**config.mk**
```make
export PLATFORM = sky130hd
export DESIGN_NAME = coherence_bus_ctrl
export DESIGN_NICKNAME = d
export VERILOG_FILES = /design/src/rtl/coherence_pkg.sv /design/src/rtl/rr_arbiter.sv /design/src/rtl/coherence_bus_ctrl.sv
export SDC_FILE = /design/constraint.sdc
export NUM_CORES = 1
export LEC_CHECK = 0
export ABC_AREA = 1
export CORE_ASPECT_RATIO = 1.2
export CORE_MARGIN = 3
export CORE_UTILIZATION = 37
export CTS_CLUSTER_SIZE = 28
export DETAILED_ROUTE_END_ITERATION = 10
export PLACE_DENSITY = 0.77
export SLEW_MARGIN = 25
export SYNTH_ARGS = -nofsm -noshare
export SYNTH_HDL_FRONTEND = slang
export SYNTH_SLANG_ARGS = --single-unit
```
**constraint.sdc**
```tcl
create_clock -name clock -period 1.8 [get_ports clock]
set_clock_uncertainty 0.05 [all_clocks]
set_input_delay 0.27 -clock clock [delete_from_list [all_inputs] [get_ports clock]]
set_output_delay 0.27 -clock clock [all_outputs]
set_load 0.005 [all_outputs]
```
**src/rtl/coherence_pkg.sv**
```systemverilog
// rtl/coherence_pkg.sv - shared encodings for the MSI snooping-bus controller
package coherence_pkg;

    typedef enum logic [1:0] {
        OP_READ_MISS  = 2'b00,
        OP_WRITE_MISS = 2'b01,
        OP_INVALIDATE = 2'b10,
        OP_WRITE_BACK = 2'b11
    } bus_op_e;

    typedef enum logic [2:0] {
        ST_IDLE   = 3'd0,
        ST_BCAST  = 3'd1,
        ST_SNOOP  = 3'd2,
        ST_MEM_WB = 3'd3,
        ST_MEM_RD = 3'd4,
        ST_DONE   = 3'd5
    } bus_state_e;

    // Block states shared with the per-cache sm_cpu / sm_bus machines
    typedef enum logic [1:0] {
        INVALID  = 2'b00,
        SHARED   = 2'b01,
        MODIFIED = 2'b10
    } msi_state_e;

    // True when more than one bit of a (up to 8-bit) vector is set
    function automatic logic multi_hot(input logic [7:0] v);
        return (v & (v - 8'd1)) != 8'd0;
    endfunction

endpackage

```
**src/rtl/rr_arbiter.sv**
```systemverilog
// rtl/rr_arbiter.sv - round-robin picker over N requesters with registered pointer
module rr_arbiter #(
    parameter int N     = 4,
    parameter int IDX_W = $clog2(N)
) (
    input  logic             clock,
    input  logic             reset,
    input  logic [N-1:0]     req,
    input  logic             advance,
    output logic [IDX_W-1:0] grant_idx,
    output logic             any
);

    logic [IDX_W-1:0] ptr_q;

    // Search downward in distance so the requester closest after ptr_q wins last
    always_comb begin
        int j;
        grant_idx = '0;
        any       = 1'b0;
        for (int k = N; k >= 1; k--) begin
            j = int'(ptr_q) + k;
            if (j >= N) j = j - N;
            if (req[j[IDX_W-1:0]]) begin
                grant_idx = j[IDX_W-1:0];
                any       = 1'b1;
            end
        end
    end

    always_ff @(posedge clock) begin
        if (reset) begin
            ptr_q <= IDX_W'(N - 1);
        end else if (advance && any) begin
            ptr_q <= grant_idx;
        end
    end

endmodule

```
**src/rtl/coherence_bus_ctrl.sv**
```systemverilog
// rtl/coherence_bus_ctrl.sv - MSI snooping-bus arbiter, broadcaster and memory sequencer
module coherence_bus_ctrl
    import coherence_pkg::*;
#(
    parameter int NUM_PROC = 4,
    parameter int ADDR_W   = 3
) (
    input  logic                       clock,
    input  logic                       reset,
    input  logic [NUM_PROC-1:0]        req,
    input  logic [2*NUM_PROC-1:0]      req_op,
    input  logic [ADDR_W*NUM_PROC-1:0] req_addr,
    output logic [NUM_PROC-1:0]        grant,
    output logic [NUM_PROC-1:0]        done,
    output logic                       snoop_valid,
    output logic [1:0]                 snoop_op,
    output logic [ADDR_W-1:0]          snoop_addr,
    output logic [NUM_PROC-1:0]        snoop_src,
    input  logic [NUM_PROC-1:0]        snoop_wb,
    input  logic [NUM_PROC-1:0]        snoop_abort,
    output logic                       mem_req,
    output logic                       mem_we,
    output logic [ADDR_W-1:0]          mem_addr,
    input  logic                       mem_ack,
    output logic [2:0]                 state,
    output logic                       protocol_err
);

    localparam int IDX_W = $clog2(NUM_PROC);

    bus_state_e              state_q, state_d;
    bus_op_e                 op_q;
    logic [ADDR_W-1:0]       addr_q;
    logic [NUM_PROC-1:0]     src_q;
    logic                    err_q;

    logic [IDX_W-1:0]        win_idx;
    logic                    win_any;
    logic                    start;
    logic [1:0]              sel_op;
    logic [ADDR_W-1:0]       sel_addr;
    logic [NUM_PROC-1:0]     sel_oh;
    logic [NUM_PROC-1:0]     masked_abort;
    logic [NUM_PROC-1:0]     masked_wb;

    assign start = (state_q == ST_IDLE) && win_any;

    rr_arbiter #(.N(NUM_PROC)) u_arb (
        .clock     (clock),
        .reset     (reset),
        .req       (req),
        .advance   (start),
        .grant_idx (win_idx),
        .any       (win_any)
    );

    always_comb begin
        sel_op   = '0;
        sel_addr = '0;
        sel_oh   = '0;
        for (int i = 0; i < NUM_PROC; i++) begin
            if (win_idx == IDX_W'(i)) begin
                sel_op    = req_op[2*i +: 2];
                sel_addr  = req_addr[ADDR_W*i +: ADDR_W];
                sel_oh[i] = 1'b1;
            end
        end
    end

    // The requester's own responses are never meaningful to its own transaction
    assign masked_abort = snoop_abort & ~src_q;
    assign masked_wb    = snoop_wb & ~src_q;

    always_comb begin
        state_d     = state_q;
        grant       = '0;
        done        = '0;
        snoop_valid = 1'b0;
        snoop_op    = '0;
        snoop_addr  = '0;
        snoop_src   = '0;
        mem_req     = 1'b0;
        mem_we      = 1'b0;
        mem_addr    = '0;

        if (state_q != ST_IDLE) grant = src_q;

        case (state_q)
            ST_IDLE: begin
                if (win_any)
                    state_d = (bus_op_e'(sel_op) == OP_WRITE_BACK) ? ST_MEM_RD : ST_BCAST;
            end
            ST_BCAST: begin
                snoop_valid = 1'b1;
                snoop_op    = op_q;
                snoop_addr  = addr_q;
                snoop_src   = src_q;
                state_d     = ST_SNOOP;
            end
            ST_SNOOP: begin
                if (op_q == OP_INVALIDATE)
                    state_d = ST_DONE;
                else if ((|masked_abort) || (|masked_wb))
                    state_d = ST_MEM_WB;
                else
                    state_d = ST_MEM_RD;
            end
            ST_MEM_WB: begin
                mem_req  = 1'b1;
                mem_we   = 1'b1;
                mem_addr = addr_q;
                if (mem_ack) state_d = ST_MEM_RD;
            end
            ST_MEM_RD: begin
                mem_req  = 1'b1;
                mem_we   = (op_q == OP_WRITE_BACK);
                mem_addr = addr_q;
                if (mem_ack) state_d = ST_DONE;
            end
            ST_DONE: begin
                done    = src_q;
                state_d = ST_IDLE;
            end
            default: state_d = ST_IDLE;
        endcase
    end

    always_ff @(posedge clock) begin
        if (reset) begin
            state_q <= ST_IDLE;
            op_q    <= OP_READ_MISS;
            addr_q  <= '0;
            src_q   <= '0;
            err_q   <= 1'b0;
        end else begin
            state_q <= state_d;
            if (start) begin
                op_q   <= bus_op_e'(sel_op);
                addr_q <= sel_addr;
                src_q  <= sel_oh;
            end
            if (state_q == ST_SNOOP && multi_hot(8'(masked_abort)))
                err_q <= 1'b1;
        end
    end

    assign state        = state_q;
    assign protocol_err = err_q;

endmodule

```
==> metrics.md <==
| Metric | Value |
|---|---|
| Fill cells | `260` |
| Mapped Nets | `~260` |
| First-pass GRT wire length | `roughly 6700 um` |
| Avg WL per Cell | `~13 um` |
| Combinational Power Share | `between 80% and 90%` |
| Setup slack after layout | `-0.1961 ns` |
| Int Power | `between 2 and 2.5 mW` |
| Final Cycle Share | `110.9%` |
| Post-layout util | `around three quarters` |
| Worst skew pair latency | `~0.25 ns` |
| Outcome | `finished, violations left` |
| Post-Synth Simple-Gate Area | `around 48%` |
| Final setup vio count | `12` |
| Synth warn | `0` |
| Core area | `3367 sq um` |
| Initial antenna violation count | `0` |
| Largest family of logic cells by synthesized area | `simple AND/OR/NAND/NOR gates` |
| Flop pwr share | `around 13%` |
| CTS Buffer Depth | `2` |
| Vias | `between 1500 and 2000` |
| Crit Reg-Reg Endpoint | `state[0]` |
| Startpoint Class | `register` |
| Worst Path Required | `~1.9 ns` |
| Minimum setup slack after placement | `-0.3650 ns` |
| Via density | `about 5` |
| Slew margin rel. | `roughly 77%` |
| RSZ-0062 raised after global routing | `yes` |
| Drt total wl | `approximately 4700 um` |
| Max cap viols | `0` |
| Critical Path End Type | `register` |
| Most frequent cells in the layout | `nand2_1 (43), clkdlybuf4s50_1 (34), inv_1 (29), buf_4 (29), nor2_1 (26)` |
| Share of layout cells above drive strength 1 | `between 30% and 40%` |
| Synth Cell Area | `between 1000 and 1500 sq um` |
| Sw Share | `roughly 49%` |
| Clock power frac | `approximately 6.1%` |
| XOR/XNOR Fraction of Synth Area | `0%` |
| DRT antenna net count | `0` |
| Post-synthesis mux area share | `0%` |
| Cell Area, Placed | `around 2100 sq um` |
| Min-delay src | `protocol_err` |
| Post-synth ARST share | `0%` |
| Worst Hold Path EP | `protocol_err` |
| Root buffer cell | `clkbuf_8` |
| Most used DFF post-synth | `dfxtp_1` |
| Hold WC Path Type | `register to register` |
| Gp weighted congestion | `slightly below 0.9` |
| Antenna Cells | `0` |
| Die span in y | `between 70 and 80 um` |
| Tightest Pin Transition | `0.3395 ns` |
| Hold depth | `2` |
| Area grow syn2layout | `93.68%` |
| IO buf count | `61` |
| Post-CTS Hold Fix Bufs | `0` |
| DRC marker count from the first detailed-route iteration | `42` |
| VDD IR max | `~1.4 mV` |
| Top cell type's share of synthesized area | `around 23%` |
| Depth of the worst register-to-register path | `17` |
| Vias in the first global route | `roughly 1600` |
| CTS tree | `yes` |
| Static Leak | `1.220 nW` |
| R2r startpoint | `u_arb.ptr_q[0]` |
| Pin count of the biggest net entering global routing | `11` |
| Initial Utilization | `between 30% and 40%` |
| CTS Buf Count | `3` |
| Post-Syn Instances | `roughly 220` |
| Hpwl dp | `~3200 um` |
| Synth Area in Compound Gates | `~17%` |
| Die area | `4286 sq um` |
| I/O Pins | `between 60 and 70` |
| GRT Overall Usage | `slightly below 20%` |
| Post-synthesis adder-cell area fraction | `0%` |
| Sink Count | `15` |
| Fmax achieved | `0.5010 GHz` |
| Most common cell after layout, fill and taps aside | `nand2_1` |
| Largest area contributor in the netlist | `dfxtp_1` |
| Distinct cells, synth | `33` |
| Slew Limit Fails | `0` |
| Std cell rows | `23` |
| Yosys reg bits | `15` |
| Cell area power density | `1778 nW/um^2` |
| Post-synthesis sequential area ratio | `22.97%` |
| DR pass1 iterations | `4` |
| Top post-synthesis cells by area | `dfxtp_1 (23%), nand2_1 (16%), nor2_1 (9.8%), inv_1 (9.5%), nand2_2 (5.7%)` |
| Kind of critical path | `register to register` |
| CTS HTree Levels | `1` |
| Clock-pin slew on the worst setup and hold paths | `roughly 0.060 ns` |
| Setup tns final | `-1.308 ns` |
| Final Hold Fails | `0` |
| CP Max Fanout | `8` |
| Switching power | `~2.2 mW` |
| Overflow after GRT | `0` |
| Detailed-route DRC error count | `0` |
| Number of synthesized flops with an enable pin | `0` |
| Failing checks | `negative setup slack` |
| Synthesized area per cell | `5.916 sq um` |
| DIE WIDTH | `~60 um` |
| Worst Path Arrival | `about 2.1 ns` |
| Reg2Reg Setup Slack | `-0.20 ns` |
| Fin crit period | `1.996 ns` |
| Final Cell Area | `2532 sq um` |
| Fin nets | `about 360` |
-- power by group through the flow --
stage                     Combinational, mW  Sequential [mW]  Clock, mW
after floorplan                        1.68            0.546          0
after global placement                 2.66            0.540          0
after detailed placement               2.72            0.542          0
after CTS                              2.92            0.561      0.275
after global routing                   3.95            0.587      0.297
final                                  3.65            0.574      0.274
-- metal layers --
metal / vias up / wire length (um) / global-route usage, %
li1: 905 / - / -
met1: 796 / 1751 / 22.72
met2: 91 / 2486 / 35.46
met3: 17 / 352 / 3.102
met4: 0 / 115 / 7.635
met5: - / 0 / 0
-- stage by stage --
step	total power [mW]	instances	hold slack [ns]
floorplan	2.222	221	0.3814
global placement	3.203	343	0.3971
detailed placement	3.264	343	0.4054
CTS	3.754	353	0.4144
global route	4.833	358	0.4525
finish	4.502	358	0.4221
-- registers in the layout, indices dropped and copies added (netlist names) --
| name | cells |
|---|---|
| addr_q | 3 |
| op_q | 2 |
| protocol_err | 1 |
| src_q | 4 |
| state | 3 |
| u_arb.ptr_q | 2 |
-- critical path, stage by stage, from the launching register on --
cell	delay (ns)
dfxtp_4	0.37
buf_6	0.14
nand2_1	0.10
nand3_2	0.12
nand2_1	0.08
inv_1	0.06
nand2_4	0.09
nand2_4	0.06
nand2_4	0.10
nand2_8	0.08
nand3b_1	0.13
nand2_2	0.08
nor2_4	0.12
nand2_1	0.06
nand2_1	0.06
nand2_1	0.05
nand2_1	0.07
a21oi_2	0.05
-- area by class of cell --
cell class / count / area [sq um] / area share [%]
multi-input combinational: 165 / 1096 / 43.28
timing repair buffer: 99 / 887.1 / 35.03
sequential: 15 / 307.8 / 12.15
inverter: 38 / 150.1 / 5.929
tap: 37 / 46.29 / 1.828
clock buffer: 4 / 45.04 / 1.779
-- cell families after synthesis --
kind of cell,count (synthesis)
DFF,15
buffers and inverters,41
AOI/OAI and AO/OA,34
and+or+nand+nor,131
-- Yosys cell counts, types with 2 or more instances --
master	n
nand4_1	4
inv_1	33
nor2_2	3
a211oi_1	3
a21oi_1	10
inv_2	4
nand2_1	56
nand3_2	2
nor2_1	34
nor3_1	4
nand3_1	8
nand2_4	2
o21ai_1	2
a31oi_1	2
o21ai_0	7
dfxtp_1	15
buf_4	2
nand2_2	12
nand3b_1	2
a21oi_2	3
-- worst max-delay path by stage --
stage	startpoint	end	depth (start not counted)	slack, ns
finish	u_arb.ptr_q[0]	state[0]	17	-0.20
detailed placement	req[2]	state[0]	16	-0.36
global placement	req[2]	state[0]	16	-0.33
floorplan	u_arb.ptr_q[0]	state[0]	18	0.07
CTS	u_arb.ptr_q[0]	state[0]	15	-0.07
global route	u_arb.ptr_q[0]	state[0]	17	-0.33
-- timing repair --
action / CTS / global route
buffers inserted: 5 / 6
setup endpoints to repair: 33 / 22
cloned: 1 / 0
gates resized for setup: 62 / 62
pin swaps: 18 / 28
No activity file was read; power rests on OpenSTA's default activity.
